==> config.mk <==
export PLATFORM = sky130hd
export DESIGN_NAME = filter_rate_ctrl
export DESIGN_NICKNAME = d
export VERILOG_FILES = /design/src/rtl/filter_rate_ctrl.sv
export SDC_FILE = /design/constraint.sdc
export NUM_CORES = 1
export LEC_CHECK = 0
export CORE_MARGIN = 4
export CORE_UTILIZATION = 60
export DETAILED_ROUTE_END_ITERATION = 8
export DONT_BUFFER_PORTS = 1
export GPL_ROUTABILITY_DRIVEN = 0
export PLACE_DENSITY_LB_ADDON = 0.15
export SLEW_MARGIN = 30
export SYNTH_ARGS = -nofsm -noshare
export SYNTH_HDL_FRONTEND = slang
export SYNTH_SLANG_ARGS = --single-unit
export TNS_END_PERCENT = 50
==> constraint.sdc <==
create_clock -name clk -period 2.4 [get_ports clk]
set_input_delay 0.24 -clock clk [delete_from_list [all_inputs] [get_ports clk]]
set_output_delay 0.24 -clock clk [all_outputs]
set_load 0.1 [all_outputs]
==> src/rtl/filter_rate_ctrl.sv <==
// Rate controller for the I/Q RRC filter bank: one-cycle sample/symbol strobes
// from a free-running divider, and mute/flush/settle sequencing on baud changes.
module filter_rate_ctrl #(
  parameter logic [1:0] RESET_RATE     = 2'b11,
  parameter int         FLUSH_CYCLES   = 16,
  parameter int         SETTLE_SYMBOLS = 8
) (
  input  logic       clk,
  input  logic       rst_n,
  input  logic       cfg_valid,
  input  logic [1:0] cfg_rate,
  output logic       cfg_ready,
  output logic       cfg_done,
  output logic [1:0] active_rate,
  output logic [3:0] filt_sel,
  output logic       filt_flush,
  output logic       sample_stb,
  output logic       symbol_stb,
  output logic       mute,
  output logic       busy
);

  typedef enum logic [1:0] {RUN, MUTE, FLUSH, SETTLE} state_t;

  localparam logic [7:0] FLUSH_LAST  = 8'(FLUSH_CYCLES - 1);
  localparam logic [7:0] SETTLE_LAST = 8'(SETTLE_SYMBOLS - 1);

  state_t     state, state_nxt;
  logic [4:0] div;
  logic [7:0] cnt;
  logic [1:0] pend_rate;
  logic [2:0] smask;
  logic       acc_new, acc_same, done_nxt;

  // Slower rates leave more low div bits unmasked: 0,1,3,7 for codes 11..00.
  assign smask      = 3'b111 >> active_rate;
  assign sample_stb = ((div & {2'b00, smask}) == 5'd0) && (state != FLUSH);
  assign symbol_stb = ((div & {smask, 2'b11}) == 5'd0) && (state != FLUSH);

  assign cfg_ready  = (state == RUN);
  assign busy       = (state != RUN);
  assign mute       = (state != RUN);
  assign filt_flush = (state == FLUSH);
  assign filt_sel   = 4'b0001 << active_rate;

  assign acc_new  = (state == RUN) && cfg_valid && (cfg_rate != active_rate);
  assign acc_same = (state == RUN) && cfg_valid && (cfg_rate == active_rate);

  always_comb begin
    state_nxt = state;
    done_nxt  = 1'b0;
    case (state)
      RUN: begin
        if (acc_new)  state_nxt = MUTE;
        if (acc_same) done_nxt  = 1'b1;
      end
      MUTE:   if (symbol_stb) state_nxt = FLUSH;
      FLUSH:  if (cnt == FLUSH_LAST) state_nxt = SETTLE;
      SETTLE: if (symbol_stb && cnt == SETTLE_LAST) begin
        state_nxt = RUN;
        done_nxt  = 1'b1;
      end
      default: state_nxt = RUN;
    endcase
  end

  always_ff @(posedge clk or negedge rst_n) begin
    if (!rst_n) begin
      state       <= RUN;
      div         <= 5'd0;
      cnt         <= 8'd0;
      pend_rate   <= RESET_RATE;
      active_rate <= RESET_RATE;
      cfg_done    <= 1'b0;
    end else begin
      state    <= state_nxt;
      cfg_done <= done_nxt;
      // Divider parks at 0 through FLUSH so SETTLE starts on a symbol boundary.
      if (state_nxt == FLUSH || state == FLUSH) div <= 5'd0;
      else                                      div <= div + 5'd1;
      if (state_nxt != state)                             cnt <= 8'd0;
      else if (state == FLUSH || (state == SETTLE && symbol_stb)) cnt <= cnt + 8'd1;
      if (acc_new) pend_rate <= cfg_rate;
      if (state == MUTE && state_nxt == FLUSH) active_rate <= pend_rate;
    end
  end

endmodule

Yosys cells after proc, flatten, opt, wreduce, memory -nomap -nowiden. Index checks and enable logic that the tools add are counted. Widths: inputs -> output; s select.

Bits in registers: 20. Output and inout bits: 13. Logic and storage cells: 48. Bits of input ports: 5.

Shifts and indexed selects: 2. Multiplexer cells: 11. Add/subtract/negate cells: 2. Bitwise gates (word level): 2. Reductions and logical operators: 15. Equality and inequality tests: 10.

Operator list (number): $mux 8 (2); $logic_not 5->1 (2); $add 8x1->8 const B (1); $eq 8x3->1 const B (1); $eq 8x4->1 const B (1); $logic_and 1x1->1 (8); $mux 2 (4); $pmux 2 s4 (1); $eq 2x2->1 const B (3); $add 5x1->5 const B (1); $and 5x3->5 (1); $and 5x5->5 (1); $mux 5 (1); $ne 2x2->1 (2); $reduce_bool 2->1 (2); $shl 1x2->4 const A (1); $shr 3x2->3 const A (1); $eq 2x1->1 const B (1); $eq 2x2->1 (1); $logic_not 2->1 (1); $logic_or 1x1->1 (2); $mux 1 (2); $ne 2x2->1 const B (1); $pmux 1 s2 (1).

Depth between registers and ports, before layout. Gate-level depths: netlist of run 1.

Depth in word-level cells: 10. Depth in mapped cells: 8. Mapped depth without buffers: 8.

Worst setup path after synthesis of run 1. No wires, ideal clock.

Path kind: register to output. Start: register state[0]. End: output port sample_stb. Slack: -1446 ps. Data required time: 2160 ps. Arrival time: 3606 ps. Stages on the path, launching flop included: 5. Cells stage by stage: dfrtp_1 inv_1 ha_1 buf_2 a221oi_1.

Word-level cells in the longest chain between the ends: 2.

Ends and longest elaborated chain: start, declared (RTL line 28) `state_t state, state_nxt;`; start signal, assigned (RTL line 76) `state <= state_nxt;`; $ne 2x2->1 (RTL line 37) `assign sample_stb = ((div & {2'b00, smask}) == 5'd0) && (state != FLUSH);`; $logic_and 1x1->1 (RTL line 37); end, declared (RTL line 17) `output logic sample_stb,`.

Every way passes these cells.

Worst setup path in the final report of run 1.
Start: register active_rate[1]. End: output port sample_stb.

Word-level cells in the longest chain between the ends: 4.

Ends and longest elaborated chain: start, declared (RTL line 14) `output logic [1:0] active_rate,`; start signal, assigned (RTL line 84) `if (state == MUTE && state_nxt == FLUSH) active_rate <= pend_rate;`; $shr 3x2->3 (RTL line 36) `assign smask = 3'b111 >> active_rate;`; $and 5x3->5 (RTL line 37); $logic_not 5->1 (RTL line 37); $logic_and 1x1->1 (RTL line 37).

Every way passes these cells.

==> results of run 1 <==
-- logic make-up (layout without fill, tap and decap cells) --
family	after synthesis	after routing	share of synthesized area (%)
and+or+nand+nor	47	47	19.17
adders and majority gates	7	7	6.743
muxes	5	5	4.239
DFF	20	20	38.92
AOI/OAI and AO/OA	22	22	16.67
xor gates and xnor gates	12	12	8.093
buffers and inverters	16	30	6.165
-- flip-flops by register name, summed over array words and instances (netlist names) --
| signal | count |
|---|---|
| cfg_done | 1 |
| active_rate | 2 |
| pend_rate | 2 |
| state | 2 |
| div | 5 |
| cnt | 8 |
-- cell type report --
type	count	area, µm²
Tap cell	27	33.78
Sequential cell	20	505.5
Inverter	11	45.04
Clock buffer	4	36.28
Timing Repair Buffer	15	137.6
Multi-Input combinational cell	93	770.7
Fill cell	139	473.0
-- power by group through the flow --
stage                     logic (µW)  clock network [µW]  registers (µW)
after detailed placement        1.96                   0             344
after CTS                       9.99                 199             337
after global routing            12.2                 213             337
after floorplan                 1.87                   0             344
final                           10.3                 196             337
after global placement          1.96                   0             344
-- layer usage --
metal,wire length [µm],GRT usage [%],vias up
li1,-,-,473
met5,0,0,-
met3,113,3.815,4
met2,1235,34.06,24
met4,28,6.224,0
met1,1180,29.12,470
-- per-stage QoR --
stage / power, µW / utilization [%] / TNS (ns)
floorplan: 345.4 / - / -1.045
CTS: 545.8 / 76.13 / 0
global route: 562.0 / 76.38 / 0
detailed placement: 345.5 / 73.81 / 0
global placement: 345.5 / 73.81 / 0
finish: 543.4 / 76.38 / 0
-- what timing repair did --
item	4_1_cts	5_1_grt
endpoints found under the hold margin	20	16
setup endpoints to repair	0	0
hold buffers	1	1
-- worst max-delay path: cells and delay by family, from the launching register on --
| family | cells | cell delay [ns] |
|---|---|---|
| simple gates | 1 | 0.17 |
| flops | 1 | 0.61 |
| compound gates | 1 | 0.34 |
| buf+inv | 2 | 0.55 |
-- cells in the final DEF, fill, tap and decap left out, types with 2 or more instances in the layout --
cell type,instances
nand3_1,6
buf_4,11
ha_1,5
dfrtp_1,16
o21ai_0,3
buf_12,2
xor2_1,3
nand2_1,5
nor3_1,3
mux2_2,2
nor2_1,15
inv_2,2
clkbuf_4,3
dfstp_2,4
o21bai_4,2
nor2_2,3
inv_1,8
nor2b_1,2
xnor2_1,9
a21oi_1,5
-- worst max-delay path by stage --
stage	startpoint	to	slack, ns	cells past startpoint
global placement	state[1]	active_rate[0]	0.37	7
detailed placement	state[1]	active_rate[1]	0.29	7
global route	active_rate[0]	sample_stb	0.11	4
floorplan	active_rate[1]	filt_sel[2]	-0.21	3
finish	active_rate[1]	sample_stb	0.18	4
CTS	active_rate[1]	sample_stb	0.17	4
-- synthesized netlist by cell type, types with 2 or more instances --
library cell / number
mux2_1: 2
inv_1: 11
xor2_1: 3
buf_4: 3
dfrtp_1: 16
mux2_2: 2
nor2b_1: 3
nand2_1: 5
o21bai_4: 2
nor2_1: 18
a221oi_1: 2
o21ai_0: 3
nand3_1: 6
a21oi_1: 5
nor3_1: 3
ha_1: 7
xnor2_1: 9
dfstp_2: 4
==> impl_metrics.prom, run 1 <==
# TYPE chip_impl_metric gauge
chip_impl_metric{name="p_clk_share",unit="%"} 36.0
chip_impl_info{name="timing_worst_setup_path_type",value="reg2out"} 1
chip_impl_metric{name="avgRoutedWirePerCell",unit="µm"} 15.04
chip_impl_metric{name="cellPowerDensity",unit="nW/µm²"} 355.4
chip_impl_metric{name="wire_length_of_the_first_global_routing_pass",unit="µm"} 4457
chip_impl_metric{name="cell_internal_pwr",unit="µW"} 432.7
chip_impl_info{name="min_delay_worst_endpoint",value="pend_rate[0]"} 1
chip_impl_metric{name="setup-violations-final",unit=""} 0
chip_impl_metric{name="maxSlewViolCount",unit=""} 0
chip_impl_metric{name="yosys.cell_types.count",unit=""} 43
chip_impl_metric{name="ctsHtreeMaxLevel",unit=""} 1
chip_impl_metric{name="die_x",unit="µm"} 54.53
chip_impl_metric{name="worst-endpoint-required",unit="ns"} 2.16
chip_impl_info{name="timing.rr.end",value="active_rate[1]"} 1
chip_impl_info{name="clock-root-buffer",value="clkbuf_4"} 1
chip_impl_metric{name="count_of_antenna_violating_nets_left_after_detailed_routing",unit=""} 0
chip_impl_info{name="synth.area.top_cells",value="dfrtp_1, dfstp_2, ha_1"} 1
chip_impl_metric{name="power.share.switching",unit="%"} 20.38
chip_impl_info{name="critPathCaptureType",value="output port"} 1
chip_impl_metric{name="yosys.area.top_type_share",unit="%"} 30.83
chip_impl_metric{name="finalNetCount",unit=""} 156
chip_impl_metric{name="cts.path.max_buffers",unit=""} 2
chip_impl_info{name="status",value="finished, final reports clean"} 1
chip_impl_metric{name="finalClockSkew",unit="ns"} 0.002453
chip_impl_metric{name="global_route.usage.total",unit="%"} 21.21
chip_impl_info{name="postSynth.topFlopCell",value="dfrtp_1"} 1
chip_impl_metric{name="cts_sinks",unit=""} 20
chip_impl_metric{name="clk_pin_slew_worst_paths",unit="ns"} 0.11
chip_impl_metric{name="die_h",unit="µm"} 54.53
chip_impl_metric{name="power.share.sequential",unit="%"} 62.1
chip_impl_info{name="cp_cell_sequence",value="buf_4 > nand2_1 > a221oi_4 > buf_12"} 1
chip_impl_metric{name="final_design_area_no_fill",unit="µm²"} 1529
chip_impl_metric{name="synth_edf_count",unit=""} 0
chip_impl_metric{name="yosys_warnings",unit=""} 0
chip_impl_metric{name="largest_net_degree_at_the_start_of_global_routing",unit=""} 21
chip_impl_metric{name="globalRoute.totalOverflow",unit=""} 0
chip_impl_metric{name="stdcell_count",unit=""} 170
chip_impl_metric{name="first_global_vias",unit=""} 972
chip_impl_metric{name="insertedDiodeCount",unit=""} 0
chip_impl_metric{name="yosys_register_bits",unit=""} 20
chip_impl_metric{name="detailroute.via_count",unit=""} 971
chip_impl_info{name="critical_path.startpoint_type",value="register"} 1
chip_impl_metric{name="post_synth_inst_count",unit=""} 129
chip_impl_info{name="worst_hold_path_type",value="in2reg"} 1
chip_impl_metric{name="post-route-drc-count",unit=""} 0
chip_impl_metric{name="drt_iter0_markers",unit=""} 24
chip_impl_metric{name="place_inst",unit=""} 164
chip_impl_metric{name="hold_slack",unit="ns"} 0.08260
chip_impl_metric{name="port_buffers",unit=""} 0
chip_impl_metric{name="postCtsSetupBuffers",unit=""} 0
chip_impl_metric{name="start_util",unit="%"} 64.88
chip_impl_metric{name="clk-insertion-delay-late",unit="ns"} 0.30
chip_impl_metric{name="hpwl",unit="µm"} 1966
chip_impl_metric{name="place_ws",unit="ns"} 0.2891
chip_impl_metric{name="antenna_violations_before_repair",unit=""} 0
chip_impl_metric{name="fp.coreArea",unit="µm²"} 2002
chip_impl_metric{name="final_period_minus_worst_setup_slack",unit="ns"} 2.215
chip_impl_metric{name="postPlaceCellArea",unit="µm²"} 1478
chip_impl_metric{name="minimum_setup_slack_among_reg_to_reg_paths",unit="ns"} 0.23
chip_impl_metric{name="cts_resized",unit=""} 0
chip_impl_metric{name="route.final.wire_length",unit="µm"} 2557
chip_impl_metric{name="proportion_of_synthesized_flip_flops_having_asynchronous_set_or_reset",unit="%"} 100.0
chip_impl_metric{name="hold_viol",unit=""} 0
chip_impl_metric{name="timing.max_slew.rel_slack",unit="%"} 41.93
chip_impl_metric{name="max_freq",unit="MHz"} 451.4
chip_impl_metric{name="cts_inserted_buffers",unit=""} 3
chip_impl_metric{name="post_route_cells_drive_above_1_share",unit="%"} 34.97
chip_impl_metric{name="synthesis.area",unit="µm²"} 1299
chip_impl_metric{name="worst_pin_slew",unit="ns"} 0.8716
chip_impl_metric{name="drtPass1Iterations",unit=""} 4
chip_impl_metric{name="timing.critical_path.slowest_cell_delay",unit="ns"} 0.61
chip_impl_metric{name="worst_hold_path.num_cells",unit=""} 1
chip_impl_metric{name="finalWorstSetupSlack",unit="ns"} 0.1849
chip_impl_metric{name="pin_count",unit=""} 18
chip_impl_metric{name="reg2regPathDepth",unit=""} 7
chip_impl_metric{name="syn_avg_cell_area",unit="µm²"} 10.07
chip_impl_metric{name="rows",unit=""} 16
chip_impl_metric{name="synth_sequential_area_ratio",unit="%"} 38.92
chip_impl_metric{name="drt-vias-per-instance",unit=""} 5.712
chip_impl_metric{name="total_switching_power",unit="µW"} 110.7
chip_impl_metric{name="max-vdd-ir-drop",unit="µV"} 442.9
chip_impl_metric{name="maxCapViolations",unit=""} 0
chip_impl_info{name="yosysTopAreaCell",value="dfrtp_1"} 1
chip_impl_metric{name="critPathArrivalTime",unit="ns"} 1.98
chip_impl_metric{name="min_period_over_period",unit="%"} 92.30
chip_impl_metric{name="synthToLayoutAreaGrowth",unit="%"} 17.73
chip_impl_metric{name="leakage_power_of_the_design",unit="µW"} 0.0006879
chip_impl_info{name="regToRegStartpoint",value="state[1]"} 1
chip_impl_metric{name="post_synthesis_net_count",unit=""} 141
chip_impl_info{name="tritoncts_clock_tree",value="done"} 1
chip_impl_metric{name="design.die.area",unit="µm²"} 2973
chip_impl_metric{name="worst-path-max-fanout",unit=""} 5
chip_impl_info{name="timing.critical_path.slowest_stage_cell",value="dfstp_2"} 1
chip_impl_info{name="setup_repair_after_global_routing_missed_its_margin",value="false"} 1
chip_impl_metric{name="power_frac_comb",unit="%"} 1.9
chip_impl_info{name="min_from",value="cfg_rate[0]"} 1
Note: power is estimated with default switching activity, not from simulation.
==> run 2, diff against run 1 <==
--- a/config.mk
+++ b/config.mk
@@ -10,8 +10,9 @@
 export DETAILED_ROUTE_END_ITERATION = 8
 export DONT_BUFFER_PORTS = 1
 export GPL_ROUTABILITY_DRIVEN = 0
-export PLACE_DENSITY_LB_ADDON = 0.15
-export SLEW_MARGIN = 30
+export HOLD_SLACK_MARGIN = 0.08
+export PLACE_DENSITY = 0.8
+export SLEW_MARGIN = 20
 export SYNTH_ARGS = -nofsm -noshare
 export SYNTH_HDL_FRONTEND = slang
 export SYNTH_SLANG_ARGS = --single-unit
==> run 2 against run 1 <==
Effect of this change: register-to-register slack lost 0.03 ns; critical path depth is the same; largest power group unchanged; maximum frequency shrank 2.1%; critical path type unchanged; sequential share of layout area shrank 0.66 points.
==> impl_metrics.prom, run 2 (synthesis gave the netlist of run 1 again) <==
# TYPE chip_impl_metric gauge
chip_impl_metric{name="drt_iter0_markers",unit=""} 18
chip_impl_info{name="grt.busiest_layer",value="met2"} 1
chip_impl_metric{name="maxCapViolations",unit=""} 0
chip_impl_metric{name="die_h",unit="µm"} 54.53
chip_impl_info{name="setup_repair_after_global_routing_missed_its_margin",value="false"} 1
chip_impl_metric{name="final_design_area_no_fill",unit="µm²"} 1560
chip_impl_info{name="timing.critical_path.max_delay_family",value="flip-flops"} 1
chip_impl_metric{name="stdcell_count",unit=""} 171
chip_impl_metric{name="avgRoutedWirePerCell",unit="µm"} 15.88
chip_impl_metric{name="groute.layer.met2.usage",unit="%"} 34.46
chip_impl_info{name="critical_path.startpoint_type",value="register"} 1
chip_impl_metric{name="power.share.sequential",unit="%"} 53.7
chip_impl_metric{name="finalWorstSetupSlack",unit="ns"} 0.1383
chip_impl_metric{name="maxSlewViolCount",unit=""} 0
chip_impl_metric{name="design.die.area",unit="µm²"} 2973
chip_impl_metric{name="port_buffers",unit=""} 0
chip_impl_metric{name="largest_net_degree_at_the_start_of_global_routing",unit=""} 21
chip_impl_metric{name="postPlaceCellArea",unit="µm²"} 1478
chip_impl_metric{name="clk-insertion-delay-late",unit="ns"} 0.32
chip_impl_metric{name="worst_pin_slew",unit="ns"} 0.8936
chip_impl_metric{name="synthToLayoutAreaGrowth",unit="%"} 20.14
chip_impl_metric{name="p_clk_share",unit="%"} 44.4
chip_impl_metric{name="min_period_over_period",unit="%"} 94.24
chip_impl_metric{name="max-vdd-ir-drop",unit="µV"} 466.4
chip_impl_metric{name="total_switching_power",unit="µW"} 116.7
chip_impl_metric{name="timing.max_slew.rel_slack",unit="%"} 40.23
chip_impl_metric{name="cp_num_buf_inv",unit=""} 2
chip_impl_metric{name="insertedDiodeCount",unit=""} 0
chip_impl_metric{name="drtPass1Iterations",unit=""} 5
chip_impl_metric{name="pin_count",unit=""} 18
chip_impl_metric{name="first_global_vias",unit=""} 1031
chip_impl_metric{name="power.share.switching",unit="%"} 18.59
chip_impl_metric{name="cts_resized",unit=""} 0
chip_impl_metric{name="worst-path-max-fanout",unit=""} 6
chip_impl_metric{name="cellPowerDensity",unit="nW/µm²"} 402.2
chip_impl_metric{name="leakage_power_of_the_design",unit="µW"} 0.0006993
chip_impl_metric{name="place_inst",unit=""} 164
chip_impl_metric{name="max_freq",unit="MHz"} 442.2
chip_impl_info{name="timing_worst_setup_path_type",value="reg2out"} 1
chip_impl_metric{name="drt-vias-per-instance",unit=""} 5.801
chip_impl_metric{name="fp.coreArea",unit="µm²"} 2002
chip_impl_metric{name="cts-hold-fix-buffers",unit=""} 3
chip_impl_metric{name="met3_usage",unit="%"} 4.905
chip_impl_metric{name="power_frac_comb",unit="%"} 1.9
chip_impl_info{name="commonest_non_fill_non_tap_cell_in_the_layout",value="dfrtp_1"} 1
chip_impl_info{name="clock-root-buffer",value="clkbuf_4"} 1
chip_impl_info{name="timing.critical_path.slowest_stage_cell",value="dfstp_2"} 1
chip_impl_info{name="critPathCaptureType",value="output port"} 1
chip_impl_metric{name="hpwl",unit="µm"} 2102
chip_impl_metric{name="route.final.wire_length",unit="µm"} 2715
chip_impl_info{name="reg.largest.list",value="cnt: 8 flops, div: 5 flops"} 1
chip_impl_metric{name="worst-endpoint-required",unit="ns"} 2.16
chip_impl_info{name="registers.top_by_ff_count",value="cnt"} 1
chip_impl_metric{name="setup-violations-final",unit=""} 0
chip_impl_info{name="tritoncts_clock_tree",value="done"} 1
chip_impl_metric{name="timing.critical_path.slowest_cell_delay",unit="ns"} 0.62
chip_impl_metric{name="place_ws",unit="ns"} 0.2511
chip_impl_info{name="cp_cell_sequence",value="buf_4 > nand2_1 > a221oi_4 > buf_12"} 1
chip_impl_metric{name="cell_internal_pwr",unit="µW"} 510.8
chip_impl_metric{name="ctsHtreeMaxLevel",unit=""} 1
chip_impl_metric{name="antenna_violations_before_repair",unit=""} 0
chip_impl_info{name="worst_hold_path_type",value="in2reg"} 1
chip_impl_metric{name="post-route-drc-count",unit=""} 0
chip_impl_metric{name="finalNetCount",unit=""} 157
chip_impl_metric{name="minimum_setup_slack_among_reg_to_reg_paths",unit="ns"} 0.20
chip_impl_metric{name="detailroute.via_count",unit=""} 992
chip_impl_metric{name="globalRoute.totalOverflow",unit=""} 0
chip_impl_metric{name="grt_met1_usage",unit="%"} 28.84
chip_impl_metric{name="count_of_antenna_violating_nets_left_after_detailed_routing",unit=""} 0
chip_impl_metric{name="die_x",unit="µm"} 54.53
chip_impl_metric{name="largest_reg_flops",unit=""} 8
chip_impl_metric{name="post_route_cells_drive_above_1_share",unit="%"} 34.03
chip_impl_metric{name="global_route.usage.total",unit="%"} 22.39
chip_impl_metric{name="rows",unit=""} 16
chip_impl_metric{name="critPathArrivalTime",unit="ns"} 2.02
chip_impl_metric{name="finalClockSkew",unit="ns"} 0.01763
chip_impl_metric{name="start_util",unit="%"} 64.88
chip_impl_metric{name="setup_tns",unit="ns"} 0
chip_impl_metric{name="postCtsSetupBuffers",unit=""} 0
chip_impl_metric{name="core_util_final",unit="%"} 77.94
chip_impl_info{name="highest_count_cells_in_the_layout_ignoring_fill_and_taps",value="dfrtp_1, nor2_1, buf_4"} 1
chip_impl_metric{name="cts_sinks",unit=""} 20
chip_impl_metric{name="cts_inserted_buffers",unit=""} 3
chip_impl_metric{name="clk_pin_slew_worst_paths",unit="ns"} 0.12
chip_impl_metric{name="final_period_minus_worst_setup_slack",unit="ns"} 2.262
chip_impl_info{name="status",value="finished, final reports clean"} 1
chip_impl_metric{name="cts.path.max_buffers",unit=""} 2
chip_impl_metric{name="hold_viol",unit=""} 0
chip_impl_metric{name="wire_length_of_the_first_global_routing_pass",unit="µm"} 4754
## run 2: cell types whose count changed in the layout (fill, tap and decap cells not counted), sizes merged
cell,delta
dlygate4sd3,+2
buf,-1
bufinv,+1
clkbuf,-1
## run 2: path summary, 6_finish.rpt
check / from / cells past startpoint / end
max: active_rate[0] / 4 / sample_stb
min: cfg_valid / 2 / cfg_done
max reg2reg: div[0] / 7 / active_rate[1]
min reg2reg: cnt[7] / 2 / cnt[7]
max in group asynchronous: rst_n / 1 / cnt[6]
min in group asynchronous: rst_n / 1 / div[2]
## run 2: cell type report
cell class / instances / area, µm²
Clock buffer: 3 / 22.52
Clock inverter: 1 / 30.03
Fill cell: 132 / 441.7
Inverter: 11 / 45.04
Multi-Input combinational cell: 93 / 770.7
Sequential cell: 20 / 505.5
Tap cell: 27 / 33.78
Timing Repair Buffer: 16 / 152.6
## run 2: per-layer routing
metal / wire length (µm) / up-vias
li1: - / 476
met3: 146 / 9
met1: 1203 / 476
met2: 1293 / 31
met5: 0 / -
met4: 71 / 0
## run 2: metrics by stage
step	power (µW)	hold slack [ns]
2_1_floorplan	345.4	-0.05559
5_1_grt	649.7	0.1268
6_report	627.5	0.1331
3_3_place_gp	345.5	-0.05512
4_1_cts	636.8	0.1230
3_5_place_dp	345.6	-0.05509
## run 2: power by group through the flow
stage | registers [µW] | clock network [µW] | logic (µW)
finish | 337 | 278 | 11.9
CTS | 337 | 287 | 12.6
global route | 337 | 299 | 13.6
global placement | 344 | 0 | 1.95
floorplan | 344 | 0 | 1.87
detailed placement | 344 | 0 | 2.10
## run 2: worst register-to-register path: stages (launching register included)
cell and delay (ns):
dfrtp_1 0.50, inv_1 0.08, ha_1 0.27, and3b_1 0.22, a31o_2 0.26, a211oi_2 0.32
nand3_2 0.16, mux2_1 0.34
